File: src/rtl/tdc_therm_decoder.sv
// Carry-chain TDC thermometer-to-binary decoder: bubble-tolerant zero count in three
// registered stages with valid/ready flow control. Define TDC_AVG_EN to average batches of 2^AVG_LOG2 results.
module tdc_therm_decoder #(
    parameter int CHAIN_LEN = 200,
    parameter int OUT_W     = 8,
    parameter int AVG_LOG2  = 4
) (
    input  logic                 clk,
    input  logic                 rstn,
    input  logic                 in_valid,
    input  logic [CHAIN_LEN-1:0] in_code,
    output logic                 in_ready,
    output logic                 out_valid,
    input  logic                 out_ready,
    output logic [OUT_W-1:0]     out_fine,
    output logic                 out_ovf
);

    localparam int NBITS = CHAIN_LEN - 1;
    localparam int GROUP = 20;
    localparam int NG    = (NBITS + GROUP - 1) / GROUP;
    localparam int GW    = $clog2(GROUP + 1);

    if ((1 << OUT_W) <= CHAIN_LEN || AVG_LOG2 < 1) begin : g_param_check
        $error("tdc_therm_decoder: OUT_W too narrow for CHAIN_LEN or AVG_LOG2 < 1");
    end

    // Handshake: a word moves on in_valid && in_ready, a result on out_valid && out_ready.
    // Every stage advances together on adv, so a held output freezes the whole pipe.
    logic adv;
    assign adv      = !out_valid || out_ready;
    assign in_ready = adv || !rstn;

    // S1: capture and invert so that propagated (zero) taps become ones.
    logic             s1_valid;
    logic             s1_ovf;
    logic [NBITS-1:0] s1_inv;

    always_ff @(posedge clk) begin
        if (!rstn) begin
            s1_valid <= 1'b0;
            s1_ovf   <= 1'b0;
            s1_inv   <= '0;
        end else if (adv) begin
            s1_valid <= in_valid;
            s1_ovf   <= in_code[CHAIN_LEN-1];
            s1_inv   <= ~in_code[NBITS-1:0];
        end
    end

    // S2: partial popcounts over fixed-size groups, last group zero-padded.
    logic [NG*GROUP-1:0] pad_c;
    logic [GW-1:0]       pcnt_c  [NG];
    logic [GW-1:0]       s2_pcnt [NG];
    logic                s2_valid;
    logic                s2_ovf;

    always_comb begin
        pad_c            = '0;
        pad_c[NBITS-1:0] = s1_inv;
        for (int g = 0; g < NG; g++) begin
            pcnt_c[g] = '0;
            for (int b = 0; b < GROUP; b++) begin
                pcnt_c[g] = pcnt_c[g] + GW'(pad_c[g*GROUP+b]);
            end
        end
    end

    always_ff @(posedge clk) begin
        if (!rstn) begin
            s2_valid <= 1'b0;
            s2_ovf   <= 1'b0;
            for (int g = 0; g < NG; g++) s2_pcnt[g] <= '0;
        end else if (adv) begin
            s2_valid <= s1_valid;
            s2_ovf   <= s1_ovf;
            s2_pcnt  <= pcnt_c;
        end
    end

    // S3 combinational part: group sum, overridden by the chain-end code on overrun.
    logic [OUT_W-1:0] sum_c;
    logic [OUT_W-1:0] fine_c;

    always_comb begin
        sum_c = '0;
        for (int g = 0; g < NG; g++) begin
            sum_c = sum_c + OUT_W'(s2_pcnt[g]);
        end
        fine_c = s2_ovf ? OUT_W'(CHAIN_LEN - 1) : sum_c;
    end

`ifdef TDC_AVG_EN
    localparam int AW = OUT_W + AVG_LOG2;

    logic             s3_valid;
    logic             s3_ovf;
    logic [OUT_W-1:0] s3_fine;
    logic [AW-1:0]    acc;
    logic [AW-1:0]    acc_next;
    logic [AVG_LOG2-1:0] cnt;
    logic             ovf_sticky;

    always_ff @(posedge clk) begin
        if (!rstn) begin
            s3_valid <= 1'b0;
            s3_ovf   <= 1'b0;
            s3_fine  <= '0;
        end else if (adv) begin
            s3_valid <= s2_valid;
            s3_ovf   <= s2_ovf;
            s3_fine  <= fine_c;
        end
    end

    assign acc_next = acc + AW'(s3_fine);

    // The batch result and the restart of the accumulator share one cycle.
    always_ff @(posedge clk) begin
        if (!rstn) begin
            out_valid  <= 1'b0;
            out_fine   <= '0;
            out_ovf    <= 1'b0;
            acc        <= '0;
            cnt        <= '0;
            ovf_sticky <= 1'b0;
        end else if (adv) begin
            out_valid <= 1'b0;
            if (s3_valid) begin
                if (cnt == '1) begin
                    out_valid  <= 1'b1;
                    out_fine   <= OUT_W'(acc_next >> AVG_LOG2);
                    out_ovf    <= ovf_sticky | s3_ovf;
                    acc        <= '0;
                    cnt        <= '0;
                    ovf_sticky <= 1'b0;
                end else begin
                    acc        <= acc_next;
                    cnt        <= cnt + 1'b1;
                    ovf_sticky <= ovf_sticky | s3_ovf;
                end
            end
        end
    end
`else
    always_ff @(posedge clk) begin
        if (!rstn) begin
            out_valid <= 1'b0;
            out_fine  <= '0;
            out_ovf   <= 1'b0;
        end else if (adv) begin
            out_valid <= s2_valid;
            out_fine  <= fine_c;
            out_ovf   <= s2_ovf;
        end
    end
`endif

endmodule

File: config.mk
export PLATFORM = sky130hd
export DESIGN_NAME = tdc_therm_decoder
export DESIGN_NICKNAME = d
export VERILOG_FILES = /design/src/rtl/tdc_therm_decoder.sv
export SDC_FILE = /design/constraint.sdc
export NUM_CORES = 1
export LEC_CHECK = 0
export CAP_MARGIN = 20
export CORE_MARGIN = 8
export CORE_UTILIZATION = 45
export DETAILED_ROUTE_END_ITERATION = 7
export HOLD_SLACK_MARGIN = 0.02
export PLACE_DENSITY = 0.7
export SKIP_CTS_REPAIR_TIMING = 1
export SYNTH_ARGS = -nofsm -noshare
export SYNTH_HDL_FRONTEND = slang
export SYNTH_SLANG_ARGS = --single-unit
File: constraint.sdc
create_clock -name clk -period 4 [get_ports clk]
set_input_delay 1.2 -clock clk [delete_from_list [all_inputs] [get_ports clk]]
set_output_delay 1.2 -clock clk [all_outputs]
set_load 0.05 [all_outputs]
Word-level counts from Yosys, hierarchy flattened
Index checks and enable logic that the tools add are counted.

operators by class
  $add $sub $neg = 198
  multipliers = 0
  div/mod/pow operators = 0
  magnitude comparators = 0
  equality and inequality tests = 0
  shift operators = 0
  multiplexer cells = 1
  bitwise gates (word level) = 1
  reduce and logical (&&, ||, !) cells = 4

operators with widths
  cell                count
  $add A5 B1 Y5       149
  $not A199 Y199      1
  $add A4 B1 Y5       10
  $add A8 B5 Y8       6
  $add A3 B1 Y4       10
  $add A2 B1 Y3       10
  $add A1 B1 Y2       10
  $add A7 B5 Y8       1
  $mux W8             1
  $add A6 B5 Y7       1
  $add A5 B5 Y6       1
  $logic_not A1 Y1    2
  $logic_or A1 B1 Y1  2

word-level totals
  bits in registers = 263
  latch bits = 0
  bits in writable memories = 0
  memory bits (read-only) = 0
  input port bits = 204
  output and inout bits = 11
  word-level logic and storage cells = 222
  memories kept = 0

Longest topological paths before layout
Gate-level depths: netlist of run 1.

  depth in word-level cells = 19
  gate-level depth with buffers = 15

Least setup slack after synthesis of run 1
No wires, ideal clock.

  kind = flip-flop to flip-flop
  from = register s2_pcnt[2] (netlist bit)
  to = register out_fine[7]
  setup time = 0.078 ns
  arrival = 4.207 ns
  path slack = -0.285 ns
  stages on the path, launching flop included = 16
  path buffers = 0
  clock period less this slack = 4.285 ns
  cell sequence = dfxtp_1 > inv_1 > fa_1 > inv_1 > fa_1 > fa_1 > inv_1 > fa_1 > inv_1 > fa_1 > inv_1 > fa_1 > nor2b_1 > o22ai_1 > o211a_1 > nor3_1

on the way
  cells in the longest elaborated chain, start to end = 2

ends and longest elaborated chain
  item                    RTL line  source
  from (decl)             54        logic [GW-1:0] s2_pcnt [NG];
  from (signal assigned)  77        s2_pcnt <= pcnt_c;
  $add A8 B5 Y8           88        sum_c = sum_c + OUT_W'(s2_pcnt[g]);
  $mux W8                 90        fine_c = s2_ovf ? OUT_W'(CHAIN_LEN - 1) : sum_c;
  to (signal assigned)    153       out_fine <= fine_c;
  to (decl)               15        output logic [OUT_W-1:0] out_fine,

Every way passes these cells.
A chain may end at the register's enable or synchronous reset.

Final worst setup path of run 1
  from = register s2_pcnt[12] (netlist bit)
  to = register out_fine[7]

on the way
  cells in the longest elaborated chain, start to end = 4

ends and longest elaborated chain
  item                        RTL line
  $add A8 B5 Y8 (3 in a row)  88
  $mux W8                     90

Every way passes these cells.

==> results of run 1 <==
worst max-delay path, stage by stage (launching register included):
cell and delay [ns]:
dfxtp_2 0.33, inv_2 0.04, fa_1 0.55, inv_2 0.04, fa_1 0.47, fa_1 0.53, inv_2 0.04, fa_1 0.48
inv_2 0.04, fa_2 0.56, inv_2 0.04, fa_2 0.37, nor2b_4 0.18, o22ai_4 0.09, o211a_1 0.22, nor3_1 0.14
cells in the mapped netlist:
cell / count
a21boi_2: 1
a21o_1: 11
fa_1: 176
nor4_1: 1
a21oi_1: 26
inv_1: 276
clkbuf_1: 31
or2_2: 1
nand3_1: 12
o211a_1: 210
nor2b_1: 13
ha_1: 83
nor3_1: 5
o221ai_1: 2
dfxtp_1: 263
o211ai_1: 10
nand2b_1: 1
o21a_1: 1
nor2_1: 22
nand4_1: 10
nor3b_1: 1
xnor2_1: 4
buf_1: 3
nand2_1: 255
or3_1: 1
a211oi_1: 1
a21boi_0: 24
nand3b_1: 11
o31ai_1: 1
o22ai_1: 1
buf_2: 59
o21ai_0: 32
a211o_1: 1
routing by layer:
| metal | up-vias | global-route usage [%] |
|---|---|---|
| met5 | - | 0 |
| met4 | 0 | 3.86 |
| met3 | 41 | 2.72 |
| met2 | 180 | 27.6 |
| met1 | 5281 | 20.4 |
| li1 | 5381 | - |
flip-flops by register name, indices dropped and copies added, names as in the netlist:
name	flops
s1_inv	199
out_fine	8
s1_valid	1
s2_valid	1
s2_pcnt	50
out_ovf	1
s2_ovf	1
s1_ovf	1
out_valid	1
area by class of cell:
type	count	area share [%]
tap	455	2.92
inverter	276	5.31
timing repair buffer	246	12.8
multi-input combinational	917	46.4
sequential	263	27.2
clock inverter	9	0.641
clock buffer	48	4.71
layout by cell type, fill, tap and decap left out, types with 16 or more instances in the layout:
cell	count
nand2_1	253
o211a_1	210
o21ai_0	16
ha_1	71
clkdlybuf4s50_1	212
nor2_1	21
fa_1	161
clkbuf_16	31
dfxtp_1	233
inv_1	244
buf_4	22
dfxtp_2	30
inv_2	32
kinds of logic (layout without fill, tap and decap cells):
logic type	Yosys count	count (layout)	synth area share (%)
and+or+nand+nor	333	333	8.93
adders and majority gates	259	259	29.4
DFF	263	263	34.0
xor gates and xnor gates	4	4	0.226
buffers and inverters	369	579	9.41
AOI/OAI and AO/OA	321	321	18.0
metrics by stage:
step	cells	setup WS [ns]
after global placement	2151	-0.141
after global routing	2214	-0.361
after CTS	2208	-0.236
after detailed placement	2151	-0.199
after floorplan	1549	-0.0399
final	2214	-0.224
report_power, final:
group,total (uW),leakage (uW),switching [uW],internal [uW]
sequential,3260,0.00220,241,3020
combinational,11300,0.00760,5740,5600
clock,2850,0.000508,1090,1760
total,17400,0.0103,7070,10400
how the worst max path moves through the flow:
stage,from,to,cells after the start,slack [ns]
after CTS,s2_pcnt[12],out_fine[4],14,-0.24
after detailed placement,s2_pcnt[12],out_fine[4],14,-0.20
final,s2_pcnt[12],out_fine[7],15,-0.22
after global placement,s1_inv[191],s2_pcnt[4],14,-0.14
after floorplan,s1_inv[191],s2_pcnt[4],14,-0.04
after global routing,s2_pcnt[12],out_fine[7],15,-0.36
==> results.cfg, run 1 <==
[yosys]
syn_nets = 2012
yosys.area.top_type = dfxtp_1
syn_inst = 1549
synth.top_cells.by_area = dfxtp_1, fa_1, o211a_1, ha_1, inv_1
ys_types = 33
syn_area_per_cell_um2 = 10.0
synth_top_area_share_pct = 34.0
netlist_area_um2 = 15500
ys_ff_latch = 263
seq_area_frac_synth_pct = 34.0
ys_warn_count = 0

[timing]
rsz0062_at_grt = true
layout_min_cycle_time_ns = 4.22
max_freq_mhz = 237
slew_headroom_pct = 52.1
finalSetupViolCount = 11
setup_ws_ns = -0.224
fin_tns_setup_ns = -1.33
period_share_pct = 106
finalHoldViolations = 0
holdWs_ns = 0.467
worst_pin_slew_ns = 0.719
clock_skew_ns = 0.0173
drv_slew = 0

[die]
initial_core_util_pct = 45.3
die-area_um2 = 40600
fp-row-count = 68
die_y_um = 202
io_pins = 215
die_w_um = 202
core_area_um2 = 34200

[finish]
final_nets = 2198
area.growth.synth_to_final_pct = 25.9
finish.utilization_pct = 57.1
fin_area_um2 = 19500
n_fill_cell = 2992
multiInputGateArea_um2 = 9060
regArea_um2 = 5300
drive_gt1_share_pct = 11.9
diodes = 0

[clocking]
cts_buffers = 31
cts-root-buf = clkbuf_16
cts_tree = built
clock_path_buffers = 3
htree_levels = 1
insertion_delay_ns = 0.55
clk_pin_slew_ns = 0.06
cts_sinks = 263

[min_path]
hold_depth = 2
hold_class = flip-flop to flip-flop
hold_end = s2_pcnt[7]
holdCritStartpoint = s2_pcnt[7]

[drt]
ant_nets = 0
vias_per_cell = 4.92
wire_per_inst_um = 14.9
drt-initial-drc-count = 406
highest_layer = met4
drt_first_pass_iters = 5
drc = 0
met2WireLength_um = 16200
met3_length_um = 1400
wl_met1_um = 14700
drt_wl_total_um = 32900
num_vias = 10900

[place]
gp_congestion = 0.801
port_buffers = 214
place_hpwl_um = 24200
placed_area_um2 = 18100

[setup_path]
timing.rr.start = s2_pcnt[12]
criticalPathCategory = flip-flop to flip-flop
crit_path_end_kind = flip-flop
critPathMaxFanout = 3
worstPathRequired_ns = 4.46
crit_path_start_kind = flip-flop
regToRegSetupSlack_ns = -0.22
r2r_cells = 15
crit_arrival_ns = 4.69
r2r-end = out_fine[7]

[status]
outcome = finished, violations left
violations = negative setup slack

[grt]
grt_pass1_wl_um = 55500
grt_max_degree = 124
overflow = 0
grt_pass1_vias = 11600
antenna_found_initial = 0
grtUsageTotal_pct = 15.9

[pwr]
peakVddDrop_uv = 1570
p_per_area_nw_per_um2 = 894
leakage_uw = 0.0103
power_uw = 17400

[run]
maxCapViolCount = 0
Note: power is estimated with default switching activity, not from simulation.
==> run 2: changes to the inputs <==
--- a/config.mk
+++ b/config.mk
@@ -11,7 +11,6 @@
 export DETAILED_ROUTE_END_ITERATION = 7
 export HOLD_SLACK_MARGIN = 0.02
 export PLACE_DENSITY = 0.7
-export SKIP_CTS_REPAIR_TIMING = 1
 export SYNTH_ARGS = -nofsm -noshare
 export SYNTH_HDL_FRONTEND = slang
 export SYNTH_SLANG_ARGS = --single-unit
==> run 2 against run 1 <==
- total power increased by 0.98%
- largest power group unchanged
- non-clock buffer count increased by 1
- wire length decreased by 0.30%
- global-route usage increased by 0.10 points
- the run still ends with negative setup slack left
- clock power about the same
==> results.cfg, run 2 (synthesis results as in run 1) <==
[grt]
grt_max_degree = 124
grt_pass1_vias = 11700
overflow = 0
antenna_found_initial = 0
grtUsageTotal_pct = 16.0
grt_pass1_wl_um = 55900

[die]
die_w_um = 202
core_area_um2 = 34200
fp-row-count = 68
die-area_um2 = 40600
die_y_um = 202
io_pins = 215
initial_core_util_pct = 45.3

[finish]
n_fill_cell = 2993
fin_cells = 2215
area.growth.synth_to_final_pct = 25.9
most-common-layout-cells = nand2_1, inv_1, dfxtp_1, clkdlybuf4s50_1, o211a_1
diodes = 0
drive_gt1_share_pct = 11.7
reg_top3 = s1_inv: 199 flops, s2_pcnt: 50 flops, out_fine: 8 flops
largest_reg_flops = 199
regMostFlops = s1_inv
final_nets = 2199
final_common_cell = nand2_1

[clocking]
cts_hold_buf = 0
cts_tree = built
insertion_delay_ns = 0.55
cts-root-buf = clkbuf_16
cts_sinks = 263
clk_pin_slew_ns = 0.06
clock_path_buffers = 3
cts_buffers = 31
htree_levels = 1

[drt]
met3_length_um = 1310
vias_per_cell = 4.90
drc = 0
drt_first_pass_iters = 5
ant_nets = 0
drt-initial-drc-count = 395
highest_layer = met4
met2WireLength_um = 16200
wl_met1_um = 14700
wire_per_inst_um = 14.8
drt_wl_total_um = 32800
num_vias = 10900

[timing]
finalSetupViolCount = 9
finalHoldViolations = 0
layout_min_cycle_time_ns = 4.19
worst_pin_slew_ns = 0.723
setup_ws_ns = -0.187
slew_headroom_pct = 51.8
drv_slew = 0
period_share_pct = 105
max_freq_mhz = 239
fin_tns_setup_ns = -1.16
clock_skew_ns = 0.0168
rsz0062_at_grt = true

[min_path]
hold_class = flip-flop to flip-flop
hold_end = s2_pcnt[7]
hold_depth = 2
holdCritStartpoint = s2_pcnt[7]

[setup_path]
crit_arrival_ns = 4.65
slowest_delay_ns = 0.58
timing.rr.start = s2_pcnt[12]
criticalPathCategory = flip-flop to flip-flop
crit_path_top_delay_cell = fa_2
regToRegSetupSlack_ns = -0.19
crit_path_end_kind = flip-flop
r2r_cells = 15
critical_path.cell_chain = inv_2 > fa_1 > inv_2 > fa_1 > fa_1 > inv_2 > fa_1 > inv_2 > fa_2 > inv_2 > fa_2 > nor2b_4 > o22ai_4 > o211a_1 > nor3_1
critical_path_buf_inv_count = 5
path_delay_family = adder cells
crit_path_start_kind = flip-flop
worstPathRequired_ns = 4.47
r2r-end = out_fine[7]
path_common_cell = inv_2
critPathMaxFanout = 4

[status]
violations = negative setup slack
outcome = finished, violations left

[pwr]
power_uw = 17600
peakVddDrop_uv = 1550
p_per_area_nw_per_um2 = 903
leakage_uw = 0.0103

[run]
maxCapViolCount = 0

[place]
dp_cells = 2151
gp_congestion = 0.801
port_buffers = 214
place_hpwl_um = 24200
## run 2: cell types whose count changed in the layout (fill, tap and decap cells not counted), moves of 2 or more
cell     delta
inv_2       -3
inv_1       +3
buf_4       +2
o21ai_0     +2
o21ai_1     -2
## run 2: worst register-to-register path, cell delays in order, from the launching register on
cell and delay, ns:
dfxtp_2 0.33, inv_2 0.04, fa_1 0.55, inv_2 0.04, fa_1 0.46, fa_1 0.50, inv_2 0.04, fa_1 0.48
inv_2 0.04, fa_2 0.58, inv_2 0.05, fa_2 0.39, nor2b_4 0.17, o22ai_4 0.11, o211a_1 0.21, nor3_1 0.11
## run 2: repair_timing
item,in CTS,in global routing
cloned,0,0
pin swaps,44,58
resized for setup,31,106
setup endpoints to repair,21,42
setup buffers,2,4
## run 2: how the worst max path moves through the flow
| stage | startpoint | slack (ns) | cells past startpoint | to |
|---|---|---|---|---|
| detailed placement | s2_pcnt[12] | -0.20 | 14 | out_fine[4] |
| global route | s2_pcnt[14] | -0.40 | 15 | out_fine[6] |
| CTS | s2_pcnt[12] | -0.20 | 14 | out_fine[4] |
| floorplan | s1_inv[191] | -0.04 | 14 | s2_pcnt[4] |
| global placement | s1_inv[191] | -0.14 | 14 | s2_pcnt[4] |
| finish | s2_pcnt[12] | -0.19 | 15 | out_fine[7] |
## run 2: report_power, final
part           leakage, uW  internal [uW]  switching (uW)
combinational      0.00761           5710            5800
clock             0.000508           1760            1090
sequential         0.00220           3020             240
## run 2: through the flow
stage	hold slack [ns]	worst slack, ns	cell area [um^2]	utilization (%)
floorplan	0.440	-0.0399	15600	-
global placement	0.452	-0.141	18100	53.0
detailed placement	0.458	-0.199	18100	53.0
CTS	0.467	-0.202	19300	56.3
global route	0.468	-0.398	19500	57.0
finish	0.462	-0.187	19500	57.0
## run 2: area by class of cell
| type | count | area (um^2) | area share, % |
|---|---|---|---|
| Timing Repair Buffer | 247 | 2510 | 12.8 |
| Multi-Input combinational cell | 917 | 9050 | 46.4 |
| Inverter | 276 | 1040 | 5.31 |
| Tap cell | 455 | 569 | 2.92 |
| Clock inverter | 9 | 125 | 0.641 |
| Clock buffer | 48 | 920 | 4.71 |
| Sequential cell | 263 | 5300 | 27.2 |
## run 2: per-layer routing
layer | track usage (%) | vias up
met5 | 0 | -
met2 | 27.8 | 173
li1 | - | 5375
met1 | 20.6 | 5277
met3 | 2.72 | 38
met4 | 3.81 | 0
==> run 3: changes to the inputs <==
--- a/config.mk
+++ b/config.mk
@@ -6,7 +6,6 @@
 export NUM_CORES = 1
 export LEC_CHECK = 0
 export CAP_MARGIN = 20
-export CORE_MARGIN = 8
 export CORE_UTILIZATION = 45
 export DETAILED_ROUTE_END_ITERATION = 7
 export HOLD_SLACK_MARGIN = 0.02
==> run 3 against run 2 <==
- the flow still finishes with violations (negative setup slack)
- flip-flop and latch count did not move
- total power is 5.2% lower
- final cell count shrank 0.63%
- via count shrank 0.26%
- count of clock-buffer cells in the layout fell by 4
- register-to-register slack better by 0.02 ns
- combinational power is 8% lower
- clock power about the same
- clock skew fell by 0.0095 ns
- critical path depth fell by 1
- critical path type unchanged
==> results.cfg, run 3 (synthesis results as in run 1) <==
[status]
outcome = finished, violations left
violations = negative setup slack

[place]
place_worst_setup_slack_ns = -0.184
port_buffers = 214
place_hpwl_um = 22200
gp_congestion = 0.820
placed_area_um2 = 18100

[setup_path]
crit_path_top_delay_cell = fa_1
crit_path_end_kind = flip-flop
critical_path.cell_chain = inv_1 > fa_1 > inv_1 > fa_1 > fa_1 > fa_1 > inv_1 > fa_1 > inv_1 > ha_4 > nor2_1 > or3_1 > a211o_1 > a21boi_2
criticalPathCategory = flip-flop to flip-flop
crit_path_start_kind = flip-flop
critPathMaxFanout = 3
crit_arrival_ns = 4.66
critical_path_buf_inv_count = 4
path_common_cell = fa_1
slowest_delay_ns = 0.54
path_delay_family = adder cells
worstPathRequired_ns = 4.49

[grt]
grt_pass1_wl_um = 52400
grt_pass1_vias = 11200
antenna_found_initial = 0
grtUsageTotal_pct = 17.6
grt_max_degree = 131
met2_usage_pct = 30.0
grtUsageMet1_pct = 23.9
overflow = 0
busiest_layer = met2
grtUsageMet3_pct = 2.26

[clocking]
cts-root-buf = clkbuf_16
insertion_delay_ns = 0.55
htree_levels = 1
cts_tree = built
clk_pin_slew_ns = 0.06
cts_buffers = 30
clock_path_buffers = 3
cts_sinks = 263

[drt]
wire_per_inst_um = 13.9
drt_first_pass_iters = 5
vias_per_cell = 4.92
num_vias = 10800
ant_nets = 0
drc = 0
drt-initial-drc-count = 410
drt_wl_total_um = 30600

[finish]
final_common_cell = inv_1
n_fill_cell = 2941
finish.utilization_pct = 57.5
drive_gt1_share_pct = 10.3
regArea_um2 = 5300
diodes = 0
final_nets = 2192
largest_reg_flops = 199
regMostFlops = s1_inv
area.growth.synth_to_final_pct = 25.0
multiInputGateArea_um2 = 9000
fin_area_um2 = 19400
reg_top3 = s1_inv: 199 flops, s2_pcnt: 50 flops, out_fine: 8 flops
most-common-layout-cells = inv_1, nand2_1, dfxtp_1, clkdlybuf4s50_1, o211a_1

[timing]
clock_skew_ns = 0.00730
max_freq_mhz = 240
setup_ws_ns = -0.171
worst_pin_slew_ns = 0.680
period_share_pct = 104
finalSetupViolCount = 10
rsz0062_at_grt = true
drv_slew = 0
layout_min_cycle_time_ns = 4.17
slew_headroom_pct = 54.6
finalHoldViolations = 0
fin_tns_setup_ns = -0.839

[pwr]
peakVddDrop_uv = 1960
leakage_uw = 0.0103
power_uw = 16700
p_per_area_nw_per_um2 = 862

[die]
core_area_um2 = 33700
fp-row-count = 67
die-area_um2 = 35200
initial_core_util_pct = 46.0
io_pins = 215
die_y_um = 188
die_w_um = 188

[run]
maxCapViolCount = 0

[min_path]
hold_class = flip-flop to flip-flop
-- run 3: per-stage QoR --
step | hold WS [ns] | cells
finish | 0.466 | 2201
global placement | 0.452 | 2140
global route | 0.490 | 2201
detailed placement | 0.463 | 2140
floorplan | 0.440 | 1549
CTS | 0.472 | 2197
-- run 3: worst reg2reg max path: cells and delay by family (launching register included) --
kind                       cells  cell delay (ns)
AOI/OAI and AO/OA              2             0.38
and+or+nand+nor                2             0.36
DFF                            1             0.33
adders and majority gates      6             2.81
buffers and inverters          4             0.22
-- run 3: worst paths after layout --
check,startpoint,to,slack (ns),cells past startpoint
setup / recovery,s2_pcnt[3],out_fine[4],-0.17,14
setup reg to reg,s2_pcnt[3],out_fine[4],-0.17,14
hold / removal,s2_valid,s2_valid,0.47,2
hold reg to reg,s2_valid,s2_valid,0.47,2
-- run 3: final cells by class --
class / instances / area share, %
inverter: 276 / 5.35
clock buffer: 44 / 4.57
timing repair buffer: 241 / 12.5
clock inverter: 12 / 0.839
tap: 448 / 2.89
multi-input combinational: 917 / 46.5
sequential: 263 / 27.4
-- run 3: layer usage --
layer  part of all wire [%]  vias up
met5                      0        -
met4                    2.0        0
met3                    3.5       44
met2                     48      188
met1                     46     5234
li1                       -     5369
-- run 3: where the power goes --
| part | switching (uW) | internal [uW] |
|---|---|---|
| Clock | 1100 | 1780 |
| Sequential | 229 | 3020 |
| Combinational | 5210 | 5370 |
| Total | 6540 | 10200 |
-- run 3: what timing repair did --
item                       in CTS  in global routing
setup buffers                   4                  4
pin swaps                      38                 68
gates resized for setup        33                 77
setup endpoints to repair      19                 43
hold buffers                    0                  0
